--- src/rtl/ahb_ui_sequencer_if.sv ---
// ahb_ui_sequencer_if: command, write-data and master UI signals of the AHB UI sequencer
interface ahb_ui_sequencer_if #(
  parameter int DATA_WDT = 32,
  parameter int BEAT_WDT = 32
);
  logic                i_cmd_valid;
  logic                o_cmd_ready;
  logic [31:0]         i_cmd_addr;
  logic [BEAT_WDT-1:0] i_cmd_len;
  logic [2:0]          i_cmd_size;
  logic                i_cmd_wr;
  logic                i_wdata_valid;
  logic                o_wdata_ready;
  logic [DATA_WDT-1:0] i_wdata;
  logic                i_next;
  logic [DATA_WDT-1:0] o_data;
  logic                o_dav;
  logic [31:0]         o_addr;
  logic [2:0]          o_size;
  logic                o_wr;
  logic                o_rd;
  logic [BEAT_WDT-1:0] o_min_len;
  logic                o_cont;
  logic                o_busy;
  logic                o_done;
  modport slave (
    input  i_cmd_valid, i_cmd_addr, i_cmd_len, i_cmd_size, i_cmd_wr,
    input  i_wdata_valid, i_wdata, i_next,
    output o_cmd_ready, o_wdata_ready, o_data, o_dav, o_addr, o_size,
    output o_wr, o_rd, o_min_len, o_cont, o_busy, o_done
  );
  modport master (
    output i_cmd_valid, i_cmd_addr, i_cmd_len, i_cmd_size, i_cmd_wr,
    output i_wdata_valid, i_wdata, i_next,
    input  o_cmd_ready, o_wdata_ready, o_data, o_dav, o_addr, o_size,
    input  o_wr, o_rd, o_min_len, o_cont, o_busy, o_done
  );
endinterface

--- src/rtl/ahb_ui_sequencer.sv ---
// ahb_ui_sequencer: turns burst commands plus a write-data FIFO into registered AHB master UI
// signals, advancing only on edges where the master raises i_next.
module ahb_ui_sequencer #(
  parameter int DATA_WDT   = 32,
  parameter int BEAT_WDT   = 32,
  parameter int FIFO_DEPTH = 4
) (
  input logic i_hclk,
  input logic i_hreset_n,
  ahb_ui_sequencer_if.slave bus
);
  localparam int AW = $clog2(FIFO_DEPTH);
  typedef enum logic {IDLE, ACTIVE} state_t;
  state_t state, state_d;
  logic [DATA_WDT-1:0] mem [FIFO_DEPTH];
  logic [AW-1:0] wptr, rptr;
  logic [AW:0] count;
  logic [BEAT_WDT-1:0] rem, rem_d, min_len_d;
  logic [DATA_WDT-1:0] data_d;
  logic [31:0] addr_d;
  logic [2:0] size_d;
  logic dav_d, wr_d, rd_d, cont_d, done_d;
  logic fifo_empty, accept, start, push, pop, step, consumed, last;
  assign fifo_empty        = count == '0;
  assign bus.o_wdata_ready = count != (AW+1)'(FIFO_DEPTH);
  assign bus.o_cmd_ready   = i_hreset_n && state == IDLE && (!bus.i_cmd_wr || !fifo_empty);
  assign bus.o_busy        = state == ACTIVE;
  assign accept   = bus.i_cmd_valid && bus.o_cmd_ready;
  assign start    = accept && bus.i_cmd_len != '0;
  assign step     = state == ACTIVE && bus.i_next;
  assign consumed = step && (bus.o_rd || (bus.o_wr && bus.o_dav));
  assign last     = consumed && rem == BEAT_WDT'(1);
  assign push     = bus.i_wdata_valid && bus.o_wdata_ready;
  // a starved write beat retries the FIFO head on every i_next edge until data arrives
  assign pop      = (start && bus.i_cmd_wr) || (step && bus.o_wr && !last && !fifo_empty);
  always_ff @(posedge i_hclk or negedge i_hreset_n)
    if (!i_hreset_n) state <= IDLE;
    else state <= state_d;
  always_comb state_d = state == IDLE ? (start ? ACTIVE : IDLE) : (last ? IDLE : ACTIVE);
  always_comb begin
    rem_d     = rem;
    data_d    = bus.o_data;
    dav_d     = bus.o_dav;
    addr_d    = bus.o_addr;
    size_d    = bus.o_size;
    min_len_d = bus.o_min_len;
    wr_d      = bus.o_wr;
    rd_d      = bus.o_rd;
    cont_d    = bus.o_cont;
    done_d    = (accept && !start) || last;
    if (start) begin
      addr_d    = bus.i_cmd_addr;
      size_d    = bus.i_cmd_size;
      min_len_d = bus.i_cmd_len;
      rem_d     = bus.i_cmd_len;
      cont_d    = 1'b0;
      rd_d      = !bus.i_cmd_wr;
      wr_d      = bus.i_cmd_wr;
      dav_d     = bus.i_cmd_wr;
      data_d    = bus.i_cmd_wr ? mem[rptr] : bus.o_data;
    end else if (step) begin
      rem_d  = consumed ? rem - BEAT_WDT'(1) : rem;
      cont_d = consumed || bus.o_cont;
      if (last) begin
        rd_d   = 1'b0;
        wr_d   = 1'b0;
        dav_d  = 1'b0;
        cont_d = 1'b0;
      end else if (bus.o_wr) begin
        dav_d  = !fifo_empty;
        data_d = fifo_empty ? bus.o_data : mem[rptr];
      end
    end
  end
  always_ff @(posedge i_hclk or negedge i_hreset_n)
    if (!i_hreset_n) begin
      rem           <= '0;
      bus.o_data    <= '0;
      bus.o_dav     <= 1'b0;
      bus.o_addr    <= '0;
      bus.o_size    <= '0;
      bus.o_min_len <= '0;
      bus.o_wr      <= 1'b0;
      bus.o_rd      <= 1'b0;
      bus.o_cont    <= 1'b0;
      bus.o_done    <= 1'b0;
      wptr          <= '0;
      rptr          <= '0;
      count         <= '0;
    end else begin
      rem           <= rem_d;
      bus.o_data    <= data_d;
      bus.o_dav     <= dav_d;
      bus.o_addr    <= addr_d;
      bus.o_size    <= size_d;
      bus.o_min_len <= min_len_d;
      bus.o_wr      <= wr_d;
      bus.o_rd      <= rd_d;
      bus.o_cont    <= cont_d;
      bus.o_done    <= done_d;
      wptr          <= push ? wptr + AW'(1) : wptr;
      rptr          <= pop ? rptr + AW'(1) : rptr;
      count         <= count + (AW+1)'(push) - (AW+1)'(pop);
    end
  always_ff @(posedge i_hclk)
    if (push) mem[wptr] <= bus.i_wdata;
endmodule

--- src/flat_wrapper.sv ---
// flat-port wrapper written by rule: the top's interface ports become plain ports
module ahb_ui_sequencer_flat 
#(
  parameter int DATA_WDT   = 32,
  parameter int BEAT_WDT   = 32,
  parameter int FIFO_DEPTH = 4
)
  (i_hclk, i_hreset_n, bus_i_cmd_valid, bus_i_cmd_addr, bus_i_cmd_len, bus_i_cmd_size, bus_i_cmd_wr, bus_i_wdata_valid, bus_i_wdata, bus_i_next, bus_o_cmd_ready, bus_o_wdata_ready, bus_o_data, bus_o_dav, bus_o_addr, bus_o_size, bus_o_wr, bus_o_rd, bus_o_min_len, bus_o_cont, bus_o_busy, bus_o_done);
  ahb_ui_sequencer_if #(.DATA_WDT(DATA_WDT), .BEAT_WDT(BEAT_WDT)) bus_i ();
  input logic i_hclk;
  input logic i_hreset_n;
  input wire logic [$bits(bus_i.i_cmd_valid)-1:0] bus_i_cmd_valid;
  input wire logic [$bits(bus_i.i_cmd_addr)-1:0] bus_i_cmd_addr;
  input wire logic [$bits(bus_i.i_cmd_len)-1:0] bus_i_cmd_len;
  input wire logic [$bits(bus_i.i_cmd_size)-1:0] bus_i_cmd_size;
  input wire logic [$bits(bus_i.i_cmd_wr)-1:0] bus_i_cmd_wr;
  input wire logic [$bits(bus_i.i_wdata_valid)-1:0] bus_i_wdata_valid;
  input wire logic [$bits(bus_i.i_wdata)-1:0] bus_i_wdata;
  input wire logic [$bits(bus_i.i_next)-1:0] bus_i_next;
  output wire logic [$bits(bus_i.o_cmd_ready)-1:0] bus_o_cmd_ready;
  output wire logic [$bits(bus_i.o_wdata_ready)-1:0] bus_o_wdata_ready;
  output wire logic [$bits(bus_i.o_data)-1:0] bus_o_data;
  output wire logic [$bits(bus_i.o_dav)-1:0] bus_o_dav;
  output wire logic [$bits(bus_i.o_addr)-1:0] bus_o_addr;
  output wire logic [$bits(bus_i.o_size)-1:0] bus_o_size;
  output wire logic [$bits(bus_i.o_wr)-1:0] bus_o_wr;
  output wire logic [$bits(bus_i.o_rd)-1:0] bus_o_rd;
  output wire logic [$bits(bus_i.o_min_len)-1:0] bus_o_min_len;
  output wire logic [$bits(bus_i.o_cont)-1:0] bus_o_cont;
  output wire logic [$bits(bus_i.o_busy)-1:0] bus_o_busy;
  output wire logic [$bits(bus_i.o_done)-1:0] bus_o_done;
  assign bus_i.i_cmd_valid = bus_i_cmd_valid;
  assign bus_i.i_cmd_addr = bus_i_cmd_addr;
  assign bus_i.i_cmd_len = bus_i_cmd_len;
  assign bus_i.i_cmd_size = bus_i_cmd_size;
  assign bus_i.i_cmd_wr = bus_i_cmd_wr;
  assign bus_i.i_wdata_valid = bus_i_wdata_valid;
  assign bus_i.i_wdata = bus_i_wdata;
  assign bus_i.i_next = bus_i_next;
  assign bus_o_cmd_ready = bus_i.o_cmd_ready;
  assign bus_o_wdata_ready = bus_i.o_wdata_ready;
  assign bus_o_data = bus_i.o_data;
  assign bus_o_dav = bus_i.o_dav;
  assign bus_o_addr = bus_i.o_addr;
  assign bus_o_size = bus_i.o_size;
  assign bus_o_wr = bus_i.o_wr;
  assign bus_o_rd = bus_i.o_rd;
  assign bus_o_min_len = bus_i.o_min_len;
  assign bus_o_cont = bus_i.o_cont;
  assign bus_o_busy = bus_i.o_busy;
  assign bus_o_done = bus_i.o_done;
  ahb_ui_sequencer #(.DATA_WDT(DATA_WDT), .BEAT_WDT(BEAT_WDT), .FIFO_DEPTH(FIFO_DEPTH)) u_core (.i_hclk(i_hclk), .i_hreset_n(i_hreset_n), .bus(bus_i));
endmodule
--- config.mk ---
export PLATFORM = sky130hd
export DESIGN_NAME = ahb_ui_sequencer_flat
export DESIGN_NICKNAME = d
export VERILOG_FILES = /design/src/rtl/ahb_ui_sequencer_if.sv /design/src/rtl/ahb_ui_sequencer.sv /design/src/flat_wrapper.sv
export SDC_FILE = /design/constraint.sdc
export NUM_CORES = 1
export LEC_CHECK = 0
export BUFFER_PORTS_ARGS = -buffer_cell sky130_fd_sc_hd__buf_4
export CAP_MARGIN = 25
export CORE_AREA = 2 2 159 161
export CTS_CLUSTER_SIZE = 30
export DETAILED_ROUTE_END_ITERATION = 16
export DIE_AREA = 0 0 161 163
export PLACE_DENSITY = 0.78
export SYNTH_ARGS = -nofsm -noshare
export SYNTH_HDL_FRONTEND = slang
export SYNTH_SLANG_ARGS = --single-unit
--- constraint.sdc ---
create_clock -name i_hclk -period 9.3 [get_ports i_hclk]
set_input_delay 0.93 -clock i_hclk [delete_from_list [all_inputs] [get_ports i_hclk]]
set_output_delay 0.93 -clock i_hclk [all_outputs]
set_load 0.03 [all_outputs]
# Yosys cells after proc, flatten, opt, wreduce, memory -nomap -nowiden
# Memories as Yosys holds them, arrays and structs flattened.
# Index checks and enable logic that the tools add are counted.
# word_totals
register_bits	144
mem_bits_rw	128
in_bits	105
out_inout_bits	107
elab_cells	85
mem_count	1
# op_classes
addsub	5
eq_ne	5
muxes	25
n_bitwise	1
reduce_logical	34
# mem_list
name	depth	width	read_ports	rd_ports_with_merged_regs	wr	line	source
u_core.mem	4	32	1	0	1	ahb_ui_sequencer.sv:15	logic [DATA_WDT-1:0] mem [FIFO_DEPTH];
# op_table
operator	n
$mux W32	9
$eq A32 B1 Y1 const B	1
$reduce_bool A32 Y1	1
$sub A32 B1 Y32 const B	1
$mux W1	16
$logic_and A1 B1 Y1	14
$reduce_bool A2 Y1	4
$reduce_and A2 Y1	3
$logic_or A1 B1 Y1	5
$reduce_and A5 Y1	1
$add A2 B1 Y2 const B	2
$logic_not A1 Y1	4
$ne A2 B2 Y1 const B	2
$add A3 B1 Y3	1
$logic_not A3 Y1	1
$ne A3 B3 Y1 const B	1
$reduce_bool A3 Y1	1
$sub A3 B1 Y3	1
$ne A2 B1 Y1 const B	1
$not A1 Y1	1

# Logic depth before layout (Yosys ltp)
# Gate-level depths: netlist (run 1).
# depth
word_depth	9
mapped_depth	13

# Worst setup path before layout (run 1)
# Ideal clock, no wire load.
# synth_timing
kind	input -> register
startpoint	input port bus_i_cmd_len[4]
endpoint	register u_core.count[2]
arrival_time_ps	3436
path_slack_ps	5784
path_stages	12
n_path_buf	1
path_cell_list	nor4_1 nand2_1 nor4_1 o22ai_4 buf_6 ha_1 inv_1 ha_1 inv_1 fa_1 xnor2_1 xnor2_1
# synth_between
elab_chain_len	5
# synth_lines
element	line	source
start: declaration	flat_wrapper.sv:14	input wire logic [$bits(bus_i.i_cmd_len)-1:0] bus_i_cmd_len;
$reduce_bool A32 Y1	ahb_ui_sequencer.sv:29	assign start = accept && bus.i_cmd_len != '0;
$logic_and A1 B1 Y1	ahb_ui_sequencer.sv:29	
$logic_and A1 B1 Y1	ahb_ui_sequencer.sv:35	assign pop = (start && bus.i_cmd_wr) || (step && bus.o_wr && !last && !fifo_empty);
$logic_or A1 B1 Y1	ahb_ui_sequencer.sv:35	
$sub A3 B1 Y3	ahb_ui_sequencer.sv:103	count <= count + (AW+1)'(push) - (AW+1)'(pop);
end signal: assignment	ahb_ui_sequencer.sv:103	
end: declaration	ahb_ui_sequencer.sv:17	logic [AW:0] count;
# No other way between the ends.
# A chain may end at the register's enable or synchronous reset.

# Final worst setup path (run 1)
# layout_timing
startpoint	input port i_hreset_n
endpoint	register u_core.count[2]
# layout_between
elab_chain_len	7
# layout_lines
element	line	source
start: declaration	flat_wrapper.sv:11	input logic i_hreset_n;
$logic_and A1 B1 Y1 (2 in series)	ahb_ui_sequencer.sv:26	assign bus.o_cmd_ready = i_hreset_n && state == IDLE && (!bus.i_cmd_wr || !fifo_empty);
$logic_and A1 B1 Y1	ahb_ui_sequencer.sv:28	assign accept = bus.i_cmd_valid && bus.o_cmd_ready;
$logic_and A1 B1 Y1	ahb_ui_sequencer.sv:29	
$logic_and A1 B1 Y1	ahb_ui_sequencer.sv:35	
$logic_or A1 B1 Y1	ahb_ui_sequencer.sv:35	
$sub A3 B1 Y3	ahb_ui_sequencer.sv:103	
# No other way between the ends.

==> results_dict.tcl, run 1 <==
set metrics [dict create \
    area_growth_pct 26.0 \
    crit_chain "buf_6 -> nand2b_1 -> a211oi_1 -> nand2_1 -> o22ai_4 -> buf_4 -> ha_1 -> inv_1 -> ha_1 -> inv_1 -> fa_1 -> xnor2_1 -> xnor2_1" \
    die_height_um 163 \
    antenna_cells 0 \
    regToRegStartpoint "u_core.rem[26]" \
    period_share_pct 43.1 \
    grt_usage_pct 18.2 \
    cts_tree "done" \
    post-route-drc-count 0 \
    cts_made_buffers 28 \
    synthTopCellsByArea "edfxtp_1 (35%), dfrtp_1 (33%), nand2_1 (7.9%)" \
    ys_seq_area_share_pct 68.1 \
    tightest_slew_ns 0.891 \
    yosysTopAreaCell "edfxtp_1" \
    synth_seq_cells 272 \
    p_leak_uw 0.00604 \
    setup_viol 0 \
    critPathCaptureType "flop" \
    drtIter0Drc 496 \
    finClkSkew_ns 0.0174 \
    start_util_pct 44.3 \
    dp_hpwl_mm 15.8 \
    synth_area_per_cell_um2 13.9 \
    finalMaxSlewViolations 0 \
    rsz0062_at_grt "no" \
    outcome "finished, final reports clean" \
    synthesis.area_um2 10900 \
    ys_warn_count 0 \
    worstReg2RegEnd "u_core.count[2]" \
    maxSlewHeadroom_pct 40.1 \
    clk_path_buf_depth 3 \
    core_area_um2 24700 \
    synth.distinct_cells 55 \
    routedWlPerCell_um 17.8 \
    stdcell_area_um2 13800 \
    totalWireLength_mm 24.0 \
    drive_gt1_share_pct 33.5 \
    critPathLaunchType "input port" \
    max-vdd-ir-drop_mv 0.235 \
    ys_dominant_reg_cell "dfrtp_1" \
    fin_ws_ns 5.29 \
    synthCells 788 \
    startpoint "i_hreset_n" \
    synth_fp_nets 902 \
    async_flop_share_pct 52.9 \
    synth-adder-area-share_pct 1.10 \
    hold_path_class "in -> async" \
    grt_antenna_before_repair 0 \
    port_buffers 211 \
    fmax_mhz 249 \
    clkTransAtPathRegs_ns 0.06 \
    cts_max_level 1 \
    r2r_cells 12 \
    synth_edf_count 128 \
    die-area_um2 26200 \
    synth-compound-area-share_pct 3.23 \
    dpl_cell_area_um2 12800 \
    cts_sinks 272 \
    cp.arrival_ns 4.48 \
    fin_nets 1114 \
    synth_top_family_by_area "simple AND/OR/NAND/NOR gates" \
    cap_violations 0 \
    grt_first_pass_wirelength_mm 37.9 \
    clk_latency_ns 0.55 \
    cp_slowest_cell "buf_6" \
    worstSetupPathType "in -> reg" \
    yosys.area_share.simple_pct 13.2 \
    io-pin-count 212 \
    ctsHoldBuffers 0 \
    grt_overflow 0 \
    reg2reg_slack_ns 5.45 \
    die_w_um 161 \
    post_cts_buffers 0 \
    ant_nets 0 \
    grt_pass1_vias 7004 \
    critPathMaxStageDelay_ns 0.62 \
    finalHoldViolCount 0 \
    grt_max_degree 98 \
    clock-root-buffer "clkbuf_16" \
    fin_crit_ns 4.01 \
    worstPathRequired_ns 9.77 \
    via_per_inst 5.19 \
    power_density_nw_per_um2 284 \
    place_ws_ns 4.61 \
    crit_fanout 97 \
    crit_path_end "u_core.count[2]" \
    rows 58 \
    via_count 7018 \
    dr.pass1.iters 5 \
    post-synth-top-area-fraction_pct 35.1 \
    setup_tns_ns 0 \
    synth_xor_area_share_pct 1.28 \
    ctsResizeCount 0 \
    synth.area.mux_share_pct 10.9 \
    gp_congestion 0.846 \
    whs_ns 0.473 \
]
[per-stage QoR]
| step | utilization [%] | std cells | total power, uW |
|---|---|---|---|
| finish | 55.9 | 1352 | 3910 |
| global route | 55.9 | 1352 | 4090 |
| CTS | 55.9 | 1352 | 3950 |
| detailed placement | 51.9 | 1300 | 2780 |
| global placement | 51.9 | 1300 | 2750 |
| floorplan | - | 788 | 2420 |
[power breakdown]
group	internal, uW	switching, uW	leakage, uW	total [uW]
Sequential	1540	167	0.00303	1700
Combinational	482	568	0.00255	1050
Clock	690	467	0.000465	1160
[flip-flops by register name, indices dropped and copies added (netlist names), 2 cells and up]
signal / cells
u_core.mem: 128
u_core.bus.o_addr: 32
u_core.bus.o_data: 32
u_core.bus.o_min_len: 32
u_core.rem: 32
u_core.bus.o_size: 3
u_core.count: 3
u_core.rptr: 2
u_core.wptr: 2
[area by class of cell]
| type | instances | area [um2] |
|---|---|---|
| well taps | 330 | 413 |
| multi-input cells | 469 | 3270 |
| fillers | 2020 | 10900 |
| inverters | 11 | 41.3 |
| flip-flops and latches | 272 | 7450 |
| clock buffers | 34 | 753 |
| repair buffers | 218 | 1640 |
| clock inverters | 18 | 220 |
[synthesized netlist by cell type, types with 2 or more instances]
cell / n
nand3b_1: 3
nor2b_1: 2
o21ai_0: 15
nor3_1: 9
a22o_1: 2
buf_6: 5
dlygate4sd3_1: 2
mux4_2: 32
and3_1: 5
nor4_1: 14
xnor2_1: 10
or2_2: 3
inv_1: 11
nand2b_1: 3
and2_1: 3
dfrtp_1: 144
o211ai_1: 12
nand3_1: 22
nand2_1: 230
o311ai_0: 3
nand4_1: 4
edfxtp_1: 128
mux2_4: 27
ha_1: 8
mux2_2: 5
o41ai_1: 2
buf_1: 5
xor2_1: 6
nor2_1: 18
nand4b_1: 2
a221o_1: 3
a21oi_1: 3
clkbuf_1: 21
or3_1: 5
[worst max-delay path, delay by kind of cell]
| family | cells | cell delay, ns |
|---|---|---|
| simple gates | 2 | 0.34 |
| xor+xnor | 2 | 0.34 |
| buf+inv | 4 | 1.29 |
| compound gates | 2 | 0.69 |
| fa+ha+maj | 3 | 0.86 |
[routing by layer]
metal	vias up	GRT usage [%]	routed length (um)
li1	3233	-	-
met1	3497	23.6	9770
met2	245	30.8	11900
met3	43	4.51	1710
met4	0	5.24	659
met5	-	0	0
[logic make-up after synthesis]
group | Yosys count
AND/OR/NAND/NOR | 330
flip-flops | 272
multiplexers | 65
AO/OA/AOI/OAI | 49
buffers and inverters | 47
XOR/XNOR | 16
adder cells (fa/ha/maj) | 9
[worst min-delay path by stage]
| stage | startpoint | to | slack [ns] |
|---|---|---|---|
| global placement | u_core.bus.o_min_len[19] | u_core.bus.o_min_len[19] | 0.46 |
| CTS | u_core.bus.o_addr[27] | u_core.bus.o_addr[27] | 0.48 |
| global route | u_core.bus.o_addr[20] | u_core.bus.o_addr[20] | 0.49 |
| floorplan | u_core.count[2] | u_core.count[2] | 0.47 |
| detailed placement | u_core.bus.o_addr[27] | u_core.bus.o_addr[27] | 0.46 |
| finish | i_hreset_n | u_core.bus.o_min_len[15] | 0.47 |
[placed cells by master, fill, tap and decap left out, types with 4 or more instances in the layout]
cell / netlist / layout
nand3_1: 22 / 22
buf_4: 1 / 217
xor2_1: 6 / 6
or3_1: 5 / 5
and3_2: 0 / 4
nor2_1: 18 / 18
mux2_4: 27 / 27
nor3_1: 9 / 9
nand2_1: 230 / 230
ha_1: 8 / 8
xnor2_1: 10 / 10
mux2_2: 5 / 5
nor4_1: 14 / 14
edfxtp_1: 128 / 128
mux4_2: 32 / 32
clkinvlp_4: 0 / 4
nand4_1: 4 / 4
dfrtp_1: 144 / 143
clkinv_1: 0 / 4
bufinv_16: 0 / 4
clkinv_2: 0 / 5
o211ai_1: 12 / 12
o21ai_0: 15 / 15
inv_1: 11 / 11
clkbuf_16: 0 / 28
(Power assumes the default switching activity.)
==> run 2, diff against run 1 <==
--- a/config.mk
+++ b/config.mk
@@ -11,7 +11,7 @@
 export CTS_CLUSTER_SIZE = 30
 export DETAILED_ROUTE_END_ITERATION = 16
 export DIE_AREA = 0 0 161 163
-export PLACE_DENSITY = 0.78
+export PLACE_DENSITY = 0.8
 export SYNTH_ARGS = -nofsm -noshare
 export SYNTH_HDL_FRONTEND = slang
 export SYNTH_SLANG_ARGS = --single-unit
==> constraint.sdc (replaced) <==
create_clock -name i_hclk -period 3.3 [get_ports i_hclk]
set_input_delay 0.33 -clock i_hclk [delete_from_list [all_inputs] [get_ports i_hclk]]
set_output_delay 0.33 -clock i_hclk [all_outputs]
set_load 0.03 [all_outputs]
==> results_dict.tcl, run 2 (same netlist as run 1, synthesis figures left out) <==
set metrics [dict create \
    outcome "finished, final reports clean" \
    clk_latency_ns 0.55 \
    ctsResizeCount 0 \
    p_sw_uw 3400 \
    cts_made_buffers 28 \
    io-pin-count 212 \
    clkTransAtPathRegs_ns 0.06 \
    worstSetupPathType "reg -> reg" \
    period_share_pct 93.4 \
    routedWlPerCell_um 18.0 \
    start_util_pct 44.3 \
    max-vdd-ir-drop_mv 0.667 \
    via_per_inst 5.10 \
    post-route-drc-count 0 \
    final_common_cell "nand2_1" \
    met3_usage_pct 4.41 \
    hp-start "bus_i_cmd_len[19]" \
    grt_pass1_vias 7558 \
    grtUsageMet2_pct 34.8 \
    ant_nets 0 \
    grt_usage_pct 19.5 \
    rsz0062_at_grt "no" \
    r2r_cells 11 \
    totalWireLength_mm 25.8 \
    largest_register_ffs 128 \
    gp_congestion 0.871 \
    cp_slowest_cell "or4_1" \
    combPwrFrac_pct 27.5 \
    dr.pass1.iters 5 \
    critPathCaptureType "flop" \
    setup_tns_ns 0 \
    finClkSkew_ns 0.0188 \
    die_height_um 163 \
    die_w_um 161 \
    p_leak_uw 0.00642 \
    clk_path_buf_depth 3 \
    core_area_um2 24700 \
    reg2reg_slack_ns 0.22 \
    grt.met1_usage_pct 24.2 \
    power_frac_clock_pct 28.9 \
    cp.arrival_ns 3.50 \
    finalHoldViolCount 0 \
    dp_hpwl_mm 16.5 \
    switching_share_pct 30.5 \
    worstReg2RegEnd "u_core.count[2]" \
    cap_violations 0 \
    grt_overflow 0 \
    area_growth_pct 33.5 \
    grt_first_pass_wirelength_mm 40.6 \
    critPathMaxStageDelay_ns 0.56 \
    clock-root-buffer "clkbuf_16" \
    antenna_cells 0 \
    drtIter0Drc 491 \
    intPower_uw 7730 \
    crit_chain "or4_1 -> or4_4 -> nor4_4 -> o22ai_4 -> ha_1 -> inv_1 -> ha_1 -> inv_1 -> fa_1 -> xnor2_1 -> xnor2_1" \
    fmax_mhz 325 \
    hold_path_class "in -> reg" \
    tightest_slew_ns 0.925 \
    fin_nets 1196 \
    hold_depth 3 \
    crit_fanout 3 \
    finalMaxSlewViolations 0 \
    worstHoldEndpoint "u_core.bus.o_min_len[19]" \
    layout_common_cells "nand2_1 (230), buf_4 (228), dfrtp_1 (143)" \
    power_density_nw_per_um2 762 \
    via_count 7309 \
    rows 58 \
    regMostFlops "u_core.mem" \
    critPathLaunchType "flop" \
    fin_util_pct 59.2 \
    worstPathRequired_ns 3.72 \
    cts_sinks 272 \
    drive_gt1_share_pct 32.3 \
    die-area_um2 26200 \
    setup_viol 0 \
    busiest_layer "met2" \
    maxSlewHeadroom_pct 38.4 \
    fin_crit_ns 3.08 \
    cts_tree "done" \
    regToRegStartpoint "u_core.rem[25]" \
    port_buffers 211 \
    p_seq_share_pct 43.6 \
    grt_max_degree 79 \
    grt_antenna_before_repair 1 \
    cts_max_level 1 \
]
-- run 2: per-layer routing --
layer / routed length, um / vias to the layer above / share of wire, %
li1: - / 3408 / -
met1: 10400 / 3622 / 41
met2: 13100 / 234 / 51
met3: 1660 / 45 / 6.5
met4: 558 / 0 / 2.2
met5: 0 / - / 0
-- run 2: final cells by class --
class | instances | area (um2)
Inverter | 11 | 41.3
Clock buffer | 38 | 788
Timing Repair Buffer | 300 | 2470
Sequential cell | 272 | 7450
Tap cell | 330 | 413
Clock inverter | 12 | 168
Multi-Input combinational cell | 469 | 3270
Fill cell | 1916 | 10100
-- run 2: worst max path at each step --
stage | startpoint | endpoint | slack, ns | cells past startpoint
after CTS | u_core.rem[25] | u_core.count[2] | 0.20 | 11
after detailed placement | u_core.rem[25] | u_core.count[2] | 0.22 | 11
after floorplan | u_core.rem[25] | u_core.count[2] | 0.02 | 13
after global placement | u_core.rem[25] | u_core.count[2] | 0.28 | 11
final | u_core.rem[25] | u_core.count[2] | 0.22 | 11
after global routing | u_core.rem[25] | u_core.count[2] | 0.04 | 11
-- run 2: worst max-delay path: cells and delay by family (launching register included) --
kind / cells / cell delay, ns
compound gates: 1 / 0.12
xor+xnor: 2 / 0.28
fa+ha+maj: 3 / 0.79
buf+inv: 2 / 0.11
flops: 1 / 0.39
simple gates: 3 / 1.28
-- run 2: power by group through the flow --
stage | clock, uW | combinational, uW | sequential [uW]
6_report | 3210 | 3060 | 4850
5_1_grt | 3420 | 3300 | 4940
4_1_cts | 3280 | 3100 | 4860
3_5_place_dp | 0 | 3020 | 4900
3_3_place_gp | 0 | 2960 | 4870
2_1_floorplan | 0 | 1670 | 5160
-- run 2: through the flow --
stage,hold WS [ns],worst slack [ns],power [uW],cells,instance area (um2)
after CTS,0.000256,0.202,11200,1430,14600
final,0.0174,0.219,11100,1432,14600
after detailed placement,0.464,0.218,7930,1313,12900
after global placement,0.458,0.282,7820,1313,12900
after floorplan,0.0344,0.0202,6830,788,10900
after global routing,0.00241,0.0431,11700,1432,14600
-- run 2: what timing repair did --
| action | 4_1_cts | 5_1_grt |
|---|---|---|
| setup buffers | 0 | 0 |
| hold endpoints to repair | 163 | 32 |
| hold buffers | 67 | 1 |
